**src/rtl/seq_alu.sv**
```systemverilog
// seq_alu: multi-cycle ALU with a READY/START/DONE handshake.
//
// Single-cycle ops (FWD, ADD, AND, OR, SUB, reserved codes) complete on the accept edge.
// Shifts and rotate move one bit per edge. MUL is shift-add over WIDTH edges, one
// multiplier bit per edge. The accept edge performs the first step, so an n-step op shows
// DONE n cycles after it is accepted.
//
// Ports:
//   CLK     - clock, rising edge
//   RESET   - synchronous, active-low reset
//   START   - request, taken only while READY=1
//   SELECT  - operation code, sampled on accept
//   DATA1   - operand A, sampled on accept
//   DATA2   - operand B / shift amount, sampled on accept
//   READY   - block can accept a request this cycle
//   DONE    - one-cycle pulse: RESULT and flags were just updated
//   RESULT  - registered result, held until the next DONE
//   ZERO    - registered: last written RESULT was zero
//   CARRY   - registered: ADD carry-out, SUB not-borrow, 0 otherwise
//   ILLEGAL - registered: last completed op used a reserved SELECT
module seq_alu #(
  parameter int unsigned WIDTH = 8,
  parameter int unsigned SHW   = $clog2(WIDTH)
) (
  input  logic             CLK,
  input  logic             RESET,
  input  logic             START,
  input  logic [3:0]       SELECT,
  input  logic [WIDTH-1:0] DATA1,
  input  logic [WIDTH-1:0] DATA2,
  output logic             READY,
  output logic             DONE,
  output logic [WIDTH-1:0] RESULT,
  output logic             ZERO,
  output logic             CARRY,
  output logic             ILLEGAL
);

  localparam logic [3:0] OpFwd = 4'h0;
  localparam logic [3:0] OpAdd = 4'h1;
  localparam logic [3:0] OpAnd = 4'h2;
  localparam logic [3:0] OpOr  = 4'h3;
  localparam logic [3:0] OpSub = 4'h4;
  localparam logic [3:0] OpSll = 4'h5;
  localparam logic [3:0] OpSrl = 4'h6;
  localparam logic [3:0] OpSra = 4'h7;
  localparam logic [3:0] OpRor = 4'h8;
  localparam logic [3:0] OpMul = 4'h9;

  localparam logic [SHW:0] MulSteps = (SHW+1)'(WIDTH);
  localparam logic [SHW:0] OneStep  = (SHW+1)'(1);

  typedef enum logic [1:0] {StIdle, StShift, StMul} state_e;

  state_e           state_q, state_d;
  logic [3:0]       sel_q, sel_d;
  logic [WIDTH-1:0] work_q, work_d;     // shift operand, or multiplicand for MUL
  logic [WIDTH-1:0] mplier_q, mplier_d;
  logic [WIDTH-1:0] acc_q, acc_d;
  logic [SHW:0]     cnt_q, cnt_d;       // steps still to perform, including this edge's
  logic [WIDTH-1:0] result_q, result_d;
  logic             zero_q, zero_d;
  logic             carry_q, carry_d;
  logic             illegal_q, illegal_d;
  logic             done_q, done_d;

  logic             accept;
  logic [3:0]       op;
  logic [WIDTH-1:0] src, mpl, acc, shifted, acc_next;
  logic [SHW:0]     steps;
  logic             last, is_shift;
  logic [WIDTH:0]   sum;
  logic             fin, fin_carry, fin_illegal;
  logic [WIDTH-1:0] fin_res;

  assign accept = (state_q == StIdle) && START;

  // Operands of the current step: live inputs on the accept edge, latched copies after.
  always_comb begin
    if (state_q == StIdle) begin
      op    = SELECT;
      src   = DATA1;
      mpl   = DATA2;
      acc   = '0;
      steps = (SELECT == OpMul) ? MulSteps : {1'b0, DATA2[SHW-1:0]};
    end else begin
      op    = sel_q;
      src   = work_q;
      mpl   = mplier_q;
      acc   = acc_q;
      steps = cnt_q;
    end
  end

  assign is_shift = op inside {OpSll, OpSrl, OpSra, OpRor};
  assign last     = (steps == OneStep);
  assign acc_next = acc + (mpl[0] ? src : '0);

  always_comb begin
    case (op)
      OpSll:   shifted = {src[WIDTH-2:0], 1'b0};
      OpSrl:   shifted = {1'b0, src[WIDTH-1:1]};
      OpSra:   shifted = {src[WIDTH-1], src[WIDTH-1:1]};
      default: shifted = {src[0], src[WIDTH-1:1]};
    endcase
  end

  // SUB as A + ~B + 1 so the carry-out reads as "no borrow".
  always_comb begin
    if (op == OpSub) begin
      sum = {1'b0, src} + {1'b0, ~mpl} + (WIDTH+1)'(1);
    end else begin
      sum = {1'b0, src} + {1'b0, mpl};
    end
  end

  // State register.
  always_ff @(posedge CLK) begin
    if (!RESET) begin
      state_q <= StIdle;
    end else begin
      state_q <= state_d;
    end
  end

  // Next-state logic.
  always_comb begin
    state_d = state_q;
    unique case (state_q)
      StIdle: begin
        if (START) begin
          if (SELECT == OpMul) begin
            state_d = StMul;
          end else if (is_shift && (steps != '0) && !last) begin
            state_d = StShift;
          end
        end
      end
      StShift, StMul: begin
        if (last) state_d = StIdle;
      end
      default: state_d = StIdle;
    endcase
  end

  // Datapath next-state.
  always_comb begin
    sel_d       = sel_q;
    work_d      = work_q;
    mplier_d    = mplier_q;
    acc_d       = acc_q;
    cnt_d       = cnt_q;
    result_d    = result_q;
    zero_d      = zero_q;
    carry_d     = carry_q;
    illegal_d   = illegal_q;
    done_d      = 1'b0;
    fin         = 1'b0;
    fin_res     = result_q;
    fin_carry   = 1'b0;
    fin_illegal = 1'b0;

    if (accept) sel_d = SELECT;

    if (accept || (state_q != StIdle)) begin
      if (is_shift) begin
        if (steps == '0) begin
          fin     = 1'b1;
          fin_res = src;
        end else if (last) begin
          fin     = 1'b1;
          fin_res = shifted;
        end else begin
          work_d = shifted;
          cnt_d  = steps - OneStep;
        end
      end else if (op == OpMul) begin
        if (last) begin
          fin     = 1'b1;
          fin_res = acc_next;
        end else begin
          work_d   = {src[WIDTH-2:0], 1'b0};
          mplier_d = {1'b0, mpl[WIDTH-1:1]};
          acc_d    = acc_next;
          cnt_d    = steps - OneStep;
        end
      end else begin
        fin = 1'b1;
        case (op)
          OpFwd: fin_res = mpl;
          OpAdd, OpSub: begin
            fin_res   = sum[WIDTH-1:0];
            fin_carry = sum[WIDTH];
          end
          OpAnd: fin_res = src & mpl;
          OpOr:  fin_res = src | mpl;
          default: begin
            fin_res     = result_q;
            fin_illegal = 1'b1;
          end
        endcase
      end
    end

    if (fin) begin
      result_d  = fin_res;
      zero_d    = (fin_res == '0);
      carry_d   = fin_carry;
      illegal_d = fin_illegal;
      done_d    = 1'b1;
    end
  end

  always_ff @(posedge CLK) begin
    if (!RESET) begin
      sel_q     <= '0;
      work_q    <= '0;
      mplier_q  <= '0;
      acc_q     <= '0;
      cnt_q     <= '0;
      result_q  <= '0;
      zero_q    <= 1'b1;
      carry_q   <= 1'b0;
      illegal_q <= 1'b0;
      done_q    <= 1'b0;
    end else begin
      sel_q     <= sel_d;
      work_q    <= work_d;
      mplier_q  <= mplier_d;
      acc_q     <= acc_d;
      cnt_q     <= cnt_d;
      result_q  <= result_d;
      zero_q    <= zero_d;
      carry_q   <= carry_d;
      illegal_q <= illegal_d;
      done_q    <= done_d;
    end
  end

  // Outputs.
  always_comb begin
    READY   = (state_q == StIdle);
    DONE    = done_q;
    RESULT  = result_q;
    ZERO    = zero_q;
    CARRY   = carry_q;
    ILLEGAL = illegal_q;
  end

endmodule

```
**config.mk**
```make
export PLATFORM = sky130hd
export DESIGN_NAME = seq_alu
export DESIGN_NICKNAME = d
export VERILOG_FILES = /design/src/rtl/seq_alu.sv
export SDC_FILE = /design/constraint.sdc
export NUM_CORES = 1
export LEC_CHECK = 0
export ABC_AREA = 1
export CAP_MARGIN = 20
export CORE_MARGIN = 2
export CORE_UTILIZATION = 40
export CTS_CLUSTER_DIAMETER = 200
export DETAILED_ROUTE_END_ITERATION = 8
export HOLD_SLACK_MARGIN = 0.15
export PLACE_DENSITY = 0.61
export REMOVE_ABC_BUFFERS = 1
export SLEW_MARGIN = 5
export SYNTH_ARGS = -nofsm -noshare
export SYNTH_HDL_FRONTEND = slang
export SYNTH_SLANG_ARGS = --single-unit
```
**constraint.sdc**
```tcl
create_clock -name CLK -period 4.25 [get_ports CLK]
set_input_delay 0.85 -clock CLK [delete_from_list [all_inputs] [get_ports CLK]]
set_output_delay 0.85 -clock CLK [all_outputs]
set_load 0.01 [all_outputs]
```
**After elaboration in Yosys (flattened, before gate mapping)**

Index checks and enable logic that the tools add are counted.

- $add $sub $neg: 5
- Equal/unequal tests: 17
- Mux-type cells: 44
- Bitwise logic cells: 5
- Reductions and logical operators: 20

Operator list:

| operator | number |
|---|---|
| $mux 8 | 15 |
| $pmux 8 s4 | 1 |
| $mux 4 | 7 |
| $pmux 8 s3 | 1 |
| $add 8x8->9 | 2 |
| $eq 4x3->1 const B | 4 |
| $mux 1 | 14 |
| $eq 4x4->1 const B | 3 |
| $add 9x1->9 const B | 1 |
| $mux 9 | 1 |
| $add 8x8->8 | 1 |
| $and 8x8->8 | 1 |
| $eq 4x1->1 const B | 2 |
| $eq 4x2->1 const B | 2 |
| $logic_not 4->1 | 2 |
| $logic_not 8->1 | 1 |
| $mux 2 | 4 |
| $not 8->8 | 1 |
| $or 8x8->8 | 1 |
| $reduce_and 4->1 | 2 |
| $reduce_bool 4->1 | 2 |
| $ne 2x2->1 const B | 3 |
| $reduce_and 3->1 | 2 |
| $reduce_or 5->1 | 1 |
| 12 further kinds | 17 |

- Register bits: 45

**Depth between registers and ports, before layout**

- Depth in word-level cells: 11
- Mapped depth: 27
- Mapped depth without buffers: 24

**Worst setup path after synthesis**

No wires, ideal clock.

- Path type: flip-flop to flip-flop
- Start point: register state_q[0]
- End point: register zero_q, in the netlist ZERO
- Data arrival time: 3092 ps
- Required time: 4180 ps
- Path slack: 1087 ps
- Cell stages (with the launch flop): 27
- Path buffers: 2
- Clock period less this slack: 3163 ps
- Path through: dfxtp_1 > inv_1 > ha_1 > buf_6 > inv_4 > buf_6 > or2_1 > o21ai_4 > inv_2 > ha_1 > ha_1 > inv_1 > fa_1 > o21ai_0 > nand2_1 > nand2_1 > nand2_1 > nand2_1 > xnor2_1 > nor2_1 > nor2_1 > nor2_1 > nand2_1 > nand2_1 > nand2_1 > nand2_1 > o21bai_1

- Cells in the longest elaborated chain, start to end: 11

RTL lines:

| element | line | text |
|---|---|---|
| start, declared | 55 | `state_e state_q, state_d;` |
| start signal, assigned | 120 | `state_q <= StIdle;` |
| start signal, assigned | 122 | `state_q <= state_d;` |
| $logic_not 2->1 * | -- |  |
| named net READY | 31 | `output logic READY,` |
| $mux 8 | 80 | `if (state_q == StIdle) begin` |
| $not 8->8 | 111 | `sum = {1'b0, src} + {1'b0, ~mpl} + (WIDTH+1)'(1);` |
| $add 8x8->9 | 111 |  |
| $add 9x1->9 | 111 |  |
| $mux 9 | 110 | `if (op == OpSub) begin` |
| $pmux 8 s4 | 189 | `case (op)` |
| $mux 8 | 177 | `end else if (op == OpMul) begin` |
| $mux 8 | 166 | `if (is_shift) begin` |
| $mux 8 | 165 | `if (accept \|\| (state_q != StIdle)) begin` |
| $logic_not 8->1 | 207 | `zero_d = (fin_res == '0);` |
| end signal, assigned | 233 | `zero_q <= zero_d;` |
| end, declared | 62 | `logic zero_q, zero_d;` |

Mark *: on every way through the listed nets, which the timed path passes. The rest lies on a longest branch.
A chain may end at the register's enable or synchronous reset.

**Worst setup path in the final report**

- Start point: input DATA2[0]
- End point: register zero_q, in the netlist ZERO

- Cells in the longest elaborated chain, start to end: 10

RTL lines:

| element | line | text |
|---|---|---|
| start, declared | 30 | `input logic [WIDTH-1:0] DATA2,` |
| $mux 8 | 80 |  |
| $not 8->8 | 111 |  |
| $add 8x8->9 | 111 |  |
| $add 9x1->9 | 111 |  |
| $mux 9 | 110 |  |
| $pmux 8 s4 | 189 |  |
| $mux 8 | 177 |  |
| $mux 8 | 166 |  |
| $mux 8 | 165 |  |
| $logic_not 8->1 | 207 |  |

Parallel ways exist; a longest one is shown, timed or not.

==> out/results.tsv <==
metric	value	unit
status	completed	
vias	4534	
drive_gt1_frac	0.1001	
drt_iter0_drc	285	
clk-insertion-delay-late	0.31	ns
holdWs	0.4548	ns
finalHoldViolCount	0	
hold_buffers	0	
fin_crit	3.705	ns
grt_overflow	0	
powerDensity	902.4	mW/mm^2
cp-end-kind	flip-flop	
ir_worst_vdd	0.3122	mV
antenna_left	0	
vias_per_cell	5.217	
cts_sinks	45	
hold_path_end	acc_q[0]	
nets	787	
period_share	0.8717	
critPathKind	input pin to flip-flop	
r2r-start	state_q[0]	
firstDrtPassIters	5	
clock-root-buffer	clkbuf_8	
grt_usage	0.2280	
synth_edf_count	0	
arrival	3.94	ns
cp.required	4.49	ns
io_pins	36	
leakage	0.002302	uW
cts_tree	done	
yosysSeqAreaShare	0.2062	
clock_path_buffers	2	
die_area	0.01177	mm^2
grt_pass1_vias	4185	
grt_first_pass_wirelength	20960	um
portBuffers	35	
yosysWarnings	0	
synthArstFlopShare	0	
dp.cells	861	
area_growth	12.00	%
rrSetupSlack	0.69	ns
synthCells	698	
worstPathMaxFanout	9	
cp-start-kind	input pin	
hold_path_startpoint	acc_q[0]	
worst_slew_pin_slew	0.5794	ns
finalClockSkew	0.01073	ns
max-cap-violations	0	
place_congestion	0.9090	
finalSetupTns	0	ns
slew_viol_final	0	
postCtsSetupBuffers	0	
clock.fmax	0.2699	GHz
cts_max_level	2	
antenna_found_initial	0	
start_util	0.4065	
post_drt_wl_per_cell	15.03	um
synth-main-ff-cell	dfxtp_1	
cts_buffers	5	
core	0.01075	mm^2
grt_max_degree	34	
finalPower	4415	uW
ys_ff_latch	45	
path_clk_slew	0.08	ns
timing.rr.end	ZERO	
antennaDiodeCount	0	
rr_worst_depth	24	
relSlewSlack	0.6096	
hold_path_class	flip-flop to flip-flop	
die_h	108.5	um
drc	0	
syn_avg_cell_area	6.258	um^2
chipWidth	108.5	um
synth.distinct_cells	45	
cts-resized-gates	0	
instances_no_fill	869	
grt_setup_unrepaired	no	
whs_path_depth	2	
setup_viol	0	
wirelength	13060	um
floorplan.rows	38	
syn_area	0.004368	mm^2
hpwlAfterDp	10120	um
[cell usage after synthesis (7+ instances only)]
cell / n / area, um^2
nand2_1: 176 / 660.6
inv_1: 84 / 315.3
a21oi_1: 69 / 345.3
nor2_1: 64 / 240.2
o21ai_0: 48 / 240.2
nand3_1: 46 / 230.2
dfxtp_1: 45 / 900.9
ha_1: 34 / 425.4
nand2_2: 14 / 87.58
buf_6: 8 / 90.09
inv_2: 8 / 30.03
o21ai_1: 7 / 35.03
or2_2: 7 / 43.79
[state kept, by name, indices dropped and copies added, names as in the netlist]
name	count
CARRY	1
DONE	1
ILLEGAL	1
RESULT	8
ZERO	1
acc_q	8
cnt_q	4
mplier_q	7
sel_q	4
state_q	2
work_q	8
[cells by family after synthesis]
family	count (synthesis)	synth area share
compound gates	157	0.2017
flops	45	0.2062
fa+ha+maj	36	0.1066
xor+xnor	8	0.01604
simple gates	337	0.3529
buf+inv	115	0.1166
[power breakdown]
| group | internal (uW) | switching (uW) | leakage (uW) |
|---|---|---|---|
| Sequential | 570 | 85.3 | 0.000368 |
| Combinational | 1170 | 2320 | 0.00189 |
| Clock | 117 | 151 | 0.0000395 |
| Total | 1860 | 2550 | 0.00230 |
[metal layers]
metal  wire [um]  track usage  up-vias
li1            -            -     2324
met1        6329       0.3173     2072
met2        5965       0.3696      114
met5           0            0        -
met4         221      0.07051        0
met3         547      0.02411       24
[area by class of cell]
type / count / area [um^2]
well taps: 140 / 175.2
clock buffers: 8 / 80.08
multi-input cells: 538 / 2960
inverters: 94 / 357.8
fillers: 1178 / 5853
repair buffers: 44 / 417.9
flip-flops and latches: 45 / 900.9
[layout by cell type, fill, tap and decap left out, drive strengths merged]
cell type        n
o21bai           3
inv             94
buf              9
xor2             3
or2             12
nor3             1
o22ai            5
nor4             2
nand3           49
clkbuf           8
xnor2            5
o21ai           62
clkdlybuf4s50   35
a31oi            4
nand2          191
a21oi           70
fa               2
o211ai           6
dfxtp           45
ha              34
o21a             3
a211oi           4
nand2b           1
nand4            6
nor2            75
[per-stage QoR]
step	area [um^2]	worst slack [ns]	util
2_1_floorplan	4217	0.4047	-
3_3_place_gp	4812	0.3578	0.4478
3_5_place_dp	4812	0.2512	0.4478
4_1_cts	4892	0.5610	0.4553
5_1_grt	4892	0.2556	0.4553
6_report	4892	0.5452	0.4553
[worst max path at each step]
stage                           from  depth (start not counted)        to  slack, ns
after CTS                   DATA1[0]                         22      ZERO       0.56
final                       DATA2[0]                         22      ZERO       0.55
after global routing        DATA1[0]                         22      ZERO       0.26
after global placement      DATA1[0]                         22      ZERO       0.36
after floorplan           state_q[0]                         13  acc_q[0]       0.40
after detailed placement    DATA1[0]                         22      ZERO       0.25
[worst max-delay path, cell delays in order]
cell,delay (ns)
clkdlybuf4s50_1,0.45
or2_1,0.16
o21ai_4,0.12
inv_2,0.10
ha_1,0.28
ha_1,0.24
inv_1,0.07
fa_1,0.40
o21ai_0,0.33
nand2_1,0.09
nand2_1,0.07
nand2_1,0.04
nand2_1,0.07
xnor2_1,0.13
nor2_1,0.06
nor2_1,0.08
nor2_1,0.05
nand2_1,0.05
nand2_1,0.05
nand2_1,0.07
nand2_1,0.06
o21bai_1,0.10
Power figures use the tool's default switching activity.
